<file path="src/rtl/dct_pkg.sv">
// Shared constants, register map, bus word layouts and FSM states for the DCT engine.
package dct_pkg;

  localparam int unsigned COEF_W    = 16;
  localparam int unsigned COEF_FRAC = 14;
  localparam int unsigned ADDR_W    = 8;
  localparam int unsigned BUS_W     = 32;

  localparam logic [ADDR_W-1:0] ADDR_CTRL   = 8'h80;
  localparam logic [ADDR_W-1:0] ADDR_STATUS = 8'h81;
  localparam logic [ADDR_W-1:0] ADDR_NROWS  = 8'h82;

  // Orthonormal DCT-II basis, Q1.14, indexed [k][n]
  localparam logic signed [COEF_W-1:0] COEF [0:7][0:7] = '{
    '{ 16'sd5793,  16'sd5793,  16'sd5793,  16'sd5793,  16'sd5793,  16'sd5793,  16'sd5793,  16'sd5793},
    '{ 16'sd8035,  16'sd6811,  16'sd4551,  16'sd1598, -16'sd1598, -16'sd4551, -16'sd6811, -16'sd8035},
    '{ 16'sd7568,  16'sd3135, -16'sd3135, -16'sd7568, -16'sd7568, -16'sd3135,  16'sd3135,  16'sd7568},
    '{ 16'sd6811, -16'sd1598, -16'sd8035, -16'sd4551,  16'sd4551,  16'sd8035,  16'sd1598, -16'sd6811},
    '{ 16'sd5793, -16'sd5793, -16'sd5793,  16'sd5793,  16'sd5793, -16'sd5793, -16'sd5793,  16'sd5793},
    '{ 16'sd4551, -16'sd8035,  16'sd1598,  16'sd6811, -16'sd6811, -16'sd1598,  16'sd8035, -16'sd4551},
    '{ 16'sd3135, -16'sd7568,  16'sd7568, -16'sd3135, -16'sd3135,  16'sd7568, -16'sd7568,  16'sd3135},
    '{ 16'sd1598, -16'sd4551,  16'sd6811, -16'sd8035,  16'sd8035, -16'sd6811,  16'sd4551, -16'sd1598}
  };

  typedef enum logic [1:0] {
    ST_IDLE = 2'd0,
    ST_MAC  = 2'd1,
    ST_WB   = 2'd2
  } state_t;

  typedef struct packed {
    logic [28:0] rsvd;
    logic        irq_en;
    logic        mode;
    logic        start;
  } ctrl_word_t;

  typedef struct packed {
    logic [19:0] rsvd_hi;
    logic [3:0]  rows_done;
    logic [5:0]  rsvd_lo;
    logic        done;
    logic        busy;
  } status_word_t;

  // Row count written by software, forced into 1..max_rows
  function automatic logic [3:0] clamp_rows(input logic [3:0] v, input logic [3:0] max_rows);
    if (v == 4'd0) return 4'd1;
    if (v > max_rows) return max_rows;
    return v;
  endfunction

endpackage

</file>
<file path="src/rtl/dct_mac.sv">
// Signed multiply-accumulate with clear, Q14 round-half-up and saturation to DATA_W.
module dct_mac
  import dct_pkg::*;
#(
  parameter int unsigned DATA_W = 16
) (
  input  logic                     clk,
  input  logic                     rst_n,
  input  logic                     clr,
  input  logic                     en,
  input  logic signed [DATA_W-1:0] x,
  input  logic signed [COEF_W-1:0] coef,
  output logic signed [DATA_W-1:0] result_c
);

  localparam int unsigned PW = DATA_W + COEF_W;
  localparam int unsigned AW = DATA_W + 19;
  localparam int unsigned RW = AW + 1;
  localparam int unsigned SW = RW - COEF_FRAC;
  localparam logic signed [RW-1:0] HALF = RW'(2 ** (COEF_FRAC - 1));
  localparam logic signed [SW-1:0] MAXV = SW'(2 ** (DATA_W - 1) - 1);
  localparam logic signed [SW-1:0] MINV = ~MAXV;

  logic signed [PW-1:0] prod_c;
  logic signed [AW-1:0] acc_q;
  logic signed [RW-1:0] rnd_c;
  logic signed [SW-1:0] shr_c;

  assign prod_c = PW'(x) * PW'(coef);
  assign rnd_c  = RW'(acc_q) + HALF;
  assign shr_c  = SW'(rnd_c >>> COEF_FRAC);

  // Exact accumulator; clear has priority over accumulate
  always_ff @(posedge clk or negedge rst_n) begin
    if (!rst_n) begin
      acc_q <= '0;
    end else if (clr) begin
      acc_q <= '0;
    end else if (en) begin
      acc_q <= acc_q + AW'(prod_c);
    end
  end

  // Clip the rounded value into the sample range
  always_comb begin
    result_c = shr_c[DATA_W-1:0];
    if (shr_c > MAXV) begin
      result_c = MAXV[DATA_W-1:0];
    end else if (shr_c < MINV) begin
      result_c = MINV[DATA_W-1:0];
    end
  end

endmodule

</file>
<file path="src/rtl/dct_block_engine.sv">
// Avalon-MM 8-point DCT/IDCT engine: buffers, control/status registers and sequencing FSM.
module dct_block_engine
  import dct_pkg::*;
#(
  parameter int unsigned DATA_W = 16,
  parameter int unsigned ROWS   = 8
) (
  input  logic              csi_clk,
  input  logic              rsi_reset_n,
  input  logic [ADDR_W-1:0] avs_s0_address,
  input  logic              avs_s0_write,
  input  logic [BUS_W-1:0]  avs_s0_writedata,
  input  logic              avs_s0_read,
  output logic [BUS_W-1:0]  avs_s0_readdata,
  output logic              ins_irq0_irq
);

  localparam int unsigned DEPTH    = ROWS * 8;
  localparam logic [3:0]  ROWS_MAX = 4'(ROWS);

  state_t     state_q, state_d;
  logic [2:0] n_q, n_d, k_q, k_d, row_q, row_d;
  logic       mac_en_c, mac_clr_c, wb_c, last_c;
  logic       fin_q;
  logic       busy_c, start_c, ctrl_wr_c, status_wr_c, nrows_wr_c, in_wr_c, buf_row_ok_c;
  logic       mode_q, irq_en_q, irq_en_d, done_q, done_d;
  logic [3:0] nrows_q, job_rows_q, rows_done_q;
  logic [5:0] bus_idx_c;
  logic [BUS_W-1:0] rdata_c;
  ctrl_word_t   rd_ctrl_c;
  status_word_t rd_status_c;
  logic         unused_c;

  logic signed [DATA_W-1:0] in_buf  [DEPTH];
  logic signed [DATA_W-1:0] out_buf [DEPTH];
  logic signed [DATA_W-1:0] mac_x_c, mac_res_c;
  logic signed [COEF_W-1:0] mac_coef_c;

  assign unused_c = ^avs_s0_writedata[BUS_W-1:DATA_W];

  // Bus decode
  assign busy_c       = (state_q != ST_IDLE) || fin_q;
  assign bus_idx_c    = avs_s0_address[5:0];
  assign buf_row_ok_c = ({1'b0, avs_s0_address[5:3]} < ROWS_MAX);
  assign ctrl_wr_c    = avs_s0_write && (avs_s0_address == ADDR_CTRL);
  assign status_wr_c  = avs_s0_write && (avs_s0_address == ADDR_STATUS);
  assign nrows_wr_c   = avs_s0_write && (avs_s0_address == ADDR_NROWS);
  assign in_wr_c      = avs_s0_write && (avs_s0_address[7:6] == 2'b00) && buf_row_ok_c && !busy_c;
  assign start_c      = ctrl_wr_c && avs_s0_writedata[0] && !busy_c;

  // Operand select: IDCT walks the transposed basis
  assign mac_x_c    = in_buf[{row_q, n_q}];
  assign mac_coef_c = mode_q ? COEF[n_q][k_q] : COEF[k_q][n_q];

  dct_mac #(.DATA_W(DATA_W)) u_mac (
    .clk      (csi_clk),
    .rst_n    (rsi_reset_n),
    .clr      (mac_clr_c),
    .en       (mac_en_c),
    .x        (mac_x_c),
    .coef     (mac_coef_c),
    .result_c (mac_res_c)
  );

  // FSM state and sample/output/row counters
  always_ff @(posedge csi_clk or negedge rsi_reset_n) begin
    if (!rsi_reset_n) begin
      state_q <= ST_IDLE;
      n_q     <= '0;
      k_q     <= '0;
      row_q   <= '0;
    end else begin
      state_q <= state_d;
      n_q     <= n_d;
      k_q     <= k_d;
      row_q   <= row_d;
    end
  end

  // Next state: 8 MAC cycles then one write-back per output sample
  always_comb begin
    state_d   = state_q;
    n_d       = n_q;
    k_d       = k_q;
    row_d     = row_q;
    mac_en_c  = 1'b0;
    mac_clr_c = 1'b0;
    wb_c      = 1'b0;
    last_c    = 1'b0;
    case (state_q)
      ST_IDLE: begin
        if (start_c) begin
          state_d   = ST_MAC;
          n_d       = '0;
          k_d       = '0;
          row_d     = '0;
          mac_clr_c = 1'b1;
        end
      end
      ST_MAC: begin
        mac_en_c = 1'b1;
        n_d      = n_q + 3'd1;
        if (n_q == 3'd7) state_d = ST_WB;
      end
      ST_WB: begin
        wb_c      = 1'b1;
        mac_clr_c = 1'b1;
        k_d       = k_q + 3'd1;
        state_d   = ST_MAC;
        if (k_q == 3'd7) begin
          row_d = row_q + 3'd1;
          if (4'(row_q) + 4'd1 == job_rows_q) begin
            last_c  = 1'b1;
            state_d = ST_IDLE;
          end
        end
      end
      default: state_d = ST_IDLE;
    endcase
  end

  // Next values of done and irq_en; a done set beats a same-cycle clear
  always_comb begin
    irq_en_d = irq_en_q;
    if (ctrl_wr_c) irq_en_d = avs_s0_writedata[2];
    done_d = done_q;
    if (start_c) begin
      done_d = 1'b0;
    end else if (fin_q) begin
      done_d = 1'b1;
    end else if (status_wr_c && avs_s0_writedata[1]) begin
      done_d = 1'b0;
    end
  end

  // Control/status registers and interrupt
  always_ff @(posedge csi_clk or negedge rsi_reset_n) begin
    if (!rsi_reset_n) begin
      mode_q       <= 1'b0;
      irq_en_q     <= 1'b0;
      done_q       <= 1'b0;
      fin_q        <= 1'b0;
      nrows_q      <= 4'd1;
      job_rows_q   <= 4'd1;
      rows_done_q  <= '0;
      ins_irq0_irq <= 1'b0;
    end else begin
      irq_en_q     <= irq_en_d;
      done_q       <= done_d;
      fin_q        <= last_c;
      ins_irq0_irq <= done_d & irq_en_d;
      if (ctrl_wr_c && !busy_c) mode_q <= avs_s0_writedata[1];
      if (nrows_wr_c) nrows_q <= clamp_rows(avs_s0_writedata[3:0], ROWS_MAX);
      if (start_c) begin
        job_rows_q  <= nrows_q;
        rows_done_q <= '0;
      end else if (wb_c && (k_q == 3'd7)) begin
        rows_done_q <= rows_done_q + 4'd1;
      end
    end
  end

  // Sample buffers (plain RAM, no reset)
  always_ff @(posedge csi_clk) begin
    if (in_wr_c) in_buf[bus_idx_c] <= avs_s0_writedata[DATA_W-1:0];
    if (wb_c) out_buf[{row_q, k_q}] <= mac_res_c;
  end

  // Read mux
  always_comb begin
    rdata_c               = '0;
    rd_ctrl_c             = '0;
    rd_ctrl_c.mode        = mode_q;
    rd_ctrl_c.irq_en      = irq_en_q;
    rd_status_c           = '0;
    rd_status_c.busy      = busy_c;
    rd_status_c.done      = done_q;
    rd_status_c.rows_done = rows_done_q;
    if (!avs_s0_address[7]) begin
      if (buf_row_ok_c) begin
        rdata_c = avs_s0_address[6] ? BUS_W'(out_buf[bus_idx_c]) : BUS_W'(in_buf[bus_idx_c]);
      end
    end else begin
      case (avs_s0_address)
        ADDR_CTRL:   rdata_c = rd_ctrl_c;
        ADDR_STATUS: rdata_c = rd_status_c;
        ADDR_NROWS:  rdata_c = BUS_W'(nrows_q);
        default:     rdata_c = '0;
      endcase
    end
  end

  // One-cycle registered read data
  always_ff @(posedge csi_clk or negedge rsi_reset_n) begin
    if (!rsi_reset_n) begin
      avs_s0_readdata <= '0;
    end else if (avs_s0_read) begin
      avs_s0_readdata <= rdata_c;
    end
  end

endmodule
</file>
<file path="config.mk">
export PLATFORM = sky130hd
export DESIGN_NAME = dct_block_engine
export DESIGN_NICKNAME = d
export VERILOG_FILES = /design/src/rtl/dct_pkg.sv /design/src/rtl/dct_mac.sv /design/src/rtl/dct_block_engine.sv
export SDC_FILE = /design/constraint.sdc
export NUM_CORES = 2
export LEC_CHECK = 0
export BUFFER_PORTS_ARGS = -buffer_cell sky130_fd_sc_hd__buf_2
export CAP_MARGIN = 0
export CORE_MARGIN = 2
export CORE_UTILIZATION = 50
export CTS_CLUSTER_DIAMETER = 50
export CTS_CLUSTER_SIZE = 30
export DETAILED_ROUTE_END_ITERATION = 10
export HOLD_SLACK_MARGIN = 0.15
export PLACE_DENSITY = 0.66
export SYNTH_ARGS = -nofsm -noshare
export SYNTH_HDL_FRONTEND = slang
export SYNTH_HIERARCHICAL = 1
export SYNTH_SLANG_ARGS = --single-unit
</file>
<file path="constraint.sdc">
create_clock -name csi_clk -period 17.65 [get_ports csi_clk]
set_clock_uncertainty 0.1 [all_clocks]
set_input_delay 0.8825 -clock csi_clk [delete_from_list [all_inputs] [get_ports csi_clk]]
set_output_delay 0.8825 -clock csi_clk [all_outputs]
set_load 0.05 [all_outputs]
</file>
==> results.json <==
{
  "sequential_to_total_area_share_from_yosys_stat_pct": 60.9,
  "design.core.area_um2": 207000,
  "hold_start": "avs_s0_write",
  "postPlaceCellArea_um2": 108000,
  "sequentialPowerShare_pct": 54.2,
  "dp_hpwl_mm": 220,
  "slew_violations": 0,
  "power_leakage_nw": 37.9,
  "crit_type": "reg2reg",
  "internal_power_mw": 7.65,
  "synth_edf_count": 2048,
  "syn_avg_cell_area_um2": 15.0,
  "timing_worst_slew_pin_value_ns": 1.36,
  "cts_buffers": 166,
  "combPwrFrac_pct": 5.3,
  "clock-sinks": 2127,
  "die_height_um": 461,
  "maximum_number_of_pins_on_one_net_before_global_route_repair": 119,
  "clockBufferDepth": 3,
  "finalNetCount": 7405,
  "synthDistinctLibCells": 94,
  "drtAntennaViolNets": 0,
  "setup_viol_count_final": 0,
  "areaGrowthSynthToFinish_pct": 9.29,
  "sort_of_element_at_the_start_of_the_critical_path": "flip-flop",
  "clock.fmax_mhz": 90.3,
  "fillCellCount": 16400,
  "hold_viol": 0,
  "period_utilization_pct": 62.7,
  "switching_share_pct": 24.6,
  "cp.required_ns": 18.23,
  "cts_repair_resize_count": 0,
  "ir_drop_mv": 0.118,
  "starting_density_of_the_core_pct": 50.3,
  "postLayoutCellArea_um2": 114000,
  "finalWeightedCongestion": 0.995,
  "max_cap_viol_count": 0,
  "die_area_um2": 212000,
  "r2r_cells": 27,
  "r2r-start": "n_q[2]",
  "first_pass_iters": 8,
  "routed_via_density": 6.92,
  "report.power.total_mw": 10.2,
  "hold_end": "irq_en_q",
  "synth.yosys.warnings": 6,
  "h_tree_lvl_count": 4,
  "routedWlPerCell_um": 35.7,
  "ctsRootBufferMaster": "clkbuf_16",
  "unrepaired_setup_endpoints_after_global_routing": "false",
  "grt_first_pass_wirelength_mm": 494,
  "pwr_density_cell_nw_per_um2": 89.1,
  "critical_path.reg2reg.endpoint": "u_mac/acc_q[33]",
  "clock_tree_from_tritoncts": "yes",
  "cts.clk_slew.worst_paths_ns": 0.07,
  "dr_iter_0_viols": 11600,
  "clkLatencyLatePin_ns": 0.89,
  "detailroute.via_count": 68200,
  "cp-end-kind": "flip-flop",
  "yosys_most_used_dff": "edfxtp_1",
  "gr-usage-all-layers_pct": 33.0,
  "totalNegativeSetupSlack_ns": 0,
  "timing.hold.ws_ns": 0.359,
  "initial_antenna_violation_count": 33,
  "num_rows": 167,
  "post_synth_inst_count": 6952,
  "min_period_ns": 11.07,
  "clock_power_share_pct": 40.5,
  "fp.dieW_um": 461,
  "timing.critical_path.fanout_max": 118,
  "io_pins": 77,
  "post_route_cells_drive_above_1_share_pct": 17.0,
  "post_synth_instance_area_um2": 104000,
  "gr-total-overflow": 0,
  "yosys_register_bits": 2127,
  "worst_hold_path_type": "in2reg",
  "r2r_slack_ns": 6.58,
  "synth_async_reset_ratio_pct": 3.71,
  "run_status": "completed",
  "slew-limit-headroom_pct": 9.21,
  "min_path_cells": 3,
  "grt_pass1_vias": 66100,
  "netSwitchingPower_mw": 2.50,
  "cp_data_arrival_time_ns": 11.65,
  "wirelength_mm": 352,
  "count_of_port_buffers_added_during_placement": 60,
  "synth_nets": 7443,
  "remaining_drc_errors": 0
}
flip-flops by register name (all words and copies together) (netlist names), 2 cells and up:
| register | count |
|---|---|
| n_q | 3 |
| rows_done_q | 4 |
| out_buf | 1024 |
| row_q | 3 |
| in_buf | 1024 |
| nrows_q | 4 |
| u_mac/acc_q | 35 |
| k_q | 3 |
| avs_s0_readdata | 16 |
| job_rows_q | 4 |
| state_q | 2 |
critical path, stage by stage, from the launching register on:
cell,delay (ns)
dfrtp_4,0.92
buf_12,0.62
buf_4,0.69
mux4_2,0.40
mux2i_1,0.77
o22ai_1,0.19
or4_1,0.95
and2_1,0.32
fa_1,0.50
inv_1,0.05
fa_1,0.41
fa_1,0.55
inv_1,0.05
fa_1,0.49
fa_1,0.49
inv_1,0.05
fa_1,0.47
inv_1,0.04
ha_1,0.34
a21oi_1,0.22
nand2_1,0.09
o31ai_2,0.40
o311ai_1,0.33
a221oi_2,0.50
o21ai_1,0.16
a21oi_1,0.20
mux2i_1,0.21
o311ai_1,0.12
worst max path at each step:
| stage | to | startpoint | depth (start not counted) |
|---|---|---|---|
| 3_3_place_gp | u_mac/acc_q[33] | n_q[2] | 27 |
| 6_report | u_mac/acc_q[33] | n_q[2] | 27 |
| 4_1_cts | u_mac/acc_q[33] | n_q[2] | 27 |
| 2_1_floorplan | u_mac/acc_q[34] | n_q[1] | 31 |
| 3_5_place_dp | u_mac/acc_q[33] | n_q[2] | 27 |
| 5_1_grt | u_mac/acc_q[33] | n_q[0] | 27 |
metrics by stage:
step	cells	worst slack [ns]	utilization (%)
2_1_floorplan	6952	8.38	-
6_report	9856	6.58	55.0
3_5_place_dp	9533	6.93	52.0
4_1_cts	9847	6.90	55.0
5_1_grt	9848	6.31	55.0
3_3_place_gp	9533	6.98	52.0
cells in the mapped netlist, drive strengths merged, types with 77 or more instances:
library cell	instances	area share (%)
edfxtp	2048	59
a22oi	335	2.4
mux4	313	6.8
nand2	339	1.2
dfrtp	77	1.8
o21ai	186	0.89
a31oi	88	0.53
and2	143	0.86
nor2	358	1.3
fa	310	6.0
mux2i	334	3.2
buf	311	1.8
inv	393	1.4
a21oi	215	1.0
o22ai	114	0.68
a221oi	181	1.6
mux2	148	1.6
clkbuf	196	0.71
ha	137	1.6
power groups by stage:
stage                     clock [mW]  combinational, mW  sequential (mW)
after floorplan                    0              0.253             5.62
after global placement             0              0.504             5.61
after detailed placement           0              0.510             5.61
after CTS                       4.13              0.511             5.50
after global routing            4.30              0.538             5.50
final                           4.11              0.539             5.50
area by class of cell:
class / count / area [um^2] / share of cell area, %
Antenna cell: 9 / 22.5 / 0.0198
Clock buffer: 185 / 4380 / 3.85
Clock inverter: 128 / 1650 / 1.45
Inverter: 396 / 1500 / 1.32
Multi-Input combinational cell: 3922 / 37100 / 32.6
Sequential cell: 2127 / 63500 / 55.7
Tap cell: 2788 / 3490 / 3.06
Timing Repair Buffer: 301 / 2270 / 1.99
per-layer routing:
layer,share of wire [%],wire [um],GRT usage (%),up-vias
met2,43,152000,48.1,5177
li1,-,-,-,27200
met5,0.029,102,0,-
met4,6.7,23600,18.3,16
met1,36,125000,43.7,34800
met3,14,50700,10.7,1075
timing repair:
action                     in CTS  in global routing
buffers inserted                0                  0
hold buffers                    1                  0
hold endpoints to repair       33                  0
setup endpoints to repair       0                  0
cells by family (layout without fill, tap and decap cells):
kind of cell / after synthesis / after routing / share of synthesized area (%)
DFF: 2127 / 2127 / 60.9
other: 0 / 9 / 0
muxes: 795 / 795 / 11.6
xor gates and xnor gates: 61 / 61 / 0.512
and+or+nand+nor: 1093 / 1093 / 4.88
adders and majority gates: 447 / 447 / 7.60
AOI/OAI and AO/OA: 1526 / 1526 / 10.6
buffers and inverters: 903 / 1010 / 3.96
placed cells by master, fill, tap and decap left out, types with 21 or more instances in the layout:
cell       instances
dfrtp_1           72
a31oi_1           88
a221o_1           41
o211ai_1          27
mux2_2           127
nand4_1           33
clkinv_8          35
o21ai_0          157
buf_4            231
buf_2             56
a221oi_1         169
a222oi_1          34
xnor2_1           39
ha_1             137
xor2_1            22
a22oi_1          335
nand2_1          335
nand3_1           50
edfxtp_1        2048
a211oi_1          46
a41oi_1           22
mux2i_1          334
a22o_1            66
clkbuf_16        173
fa_1             310
o22ai_1          114
nor2_2            71
o2bb2ai_1         21
nor3_1            43
a21oi_1          211
inv_1            385
mux4_2           313
nor2_1           284
and2_1           139
inv_6             26
Note: power is estimated with default switching activity, not from simulation.
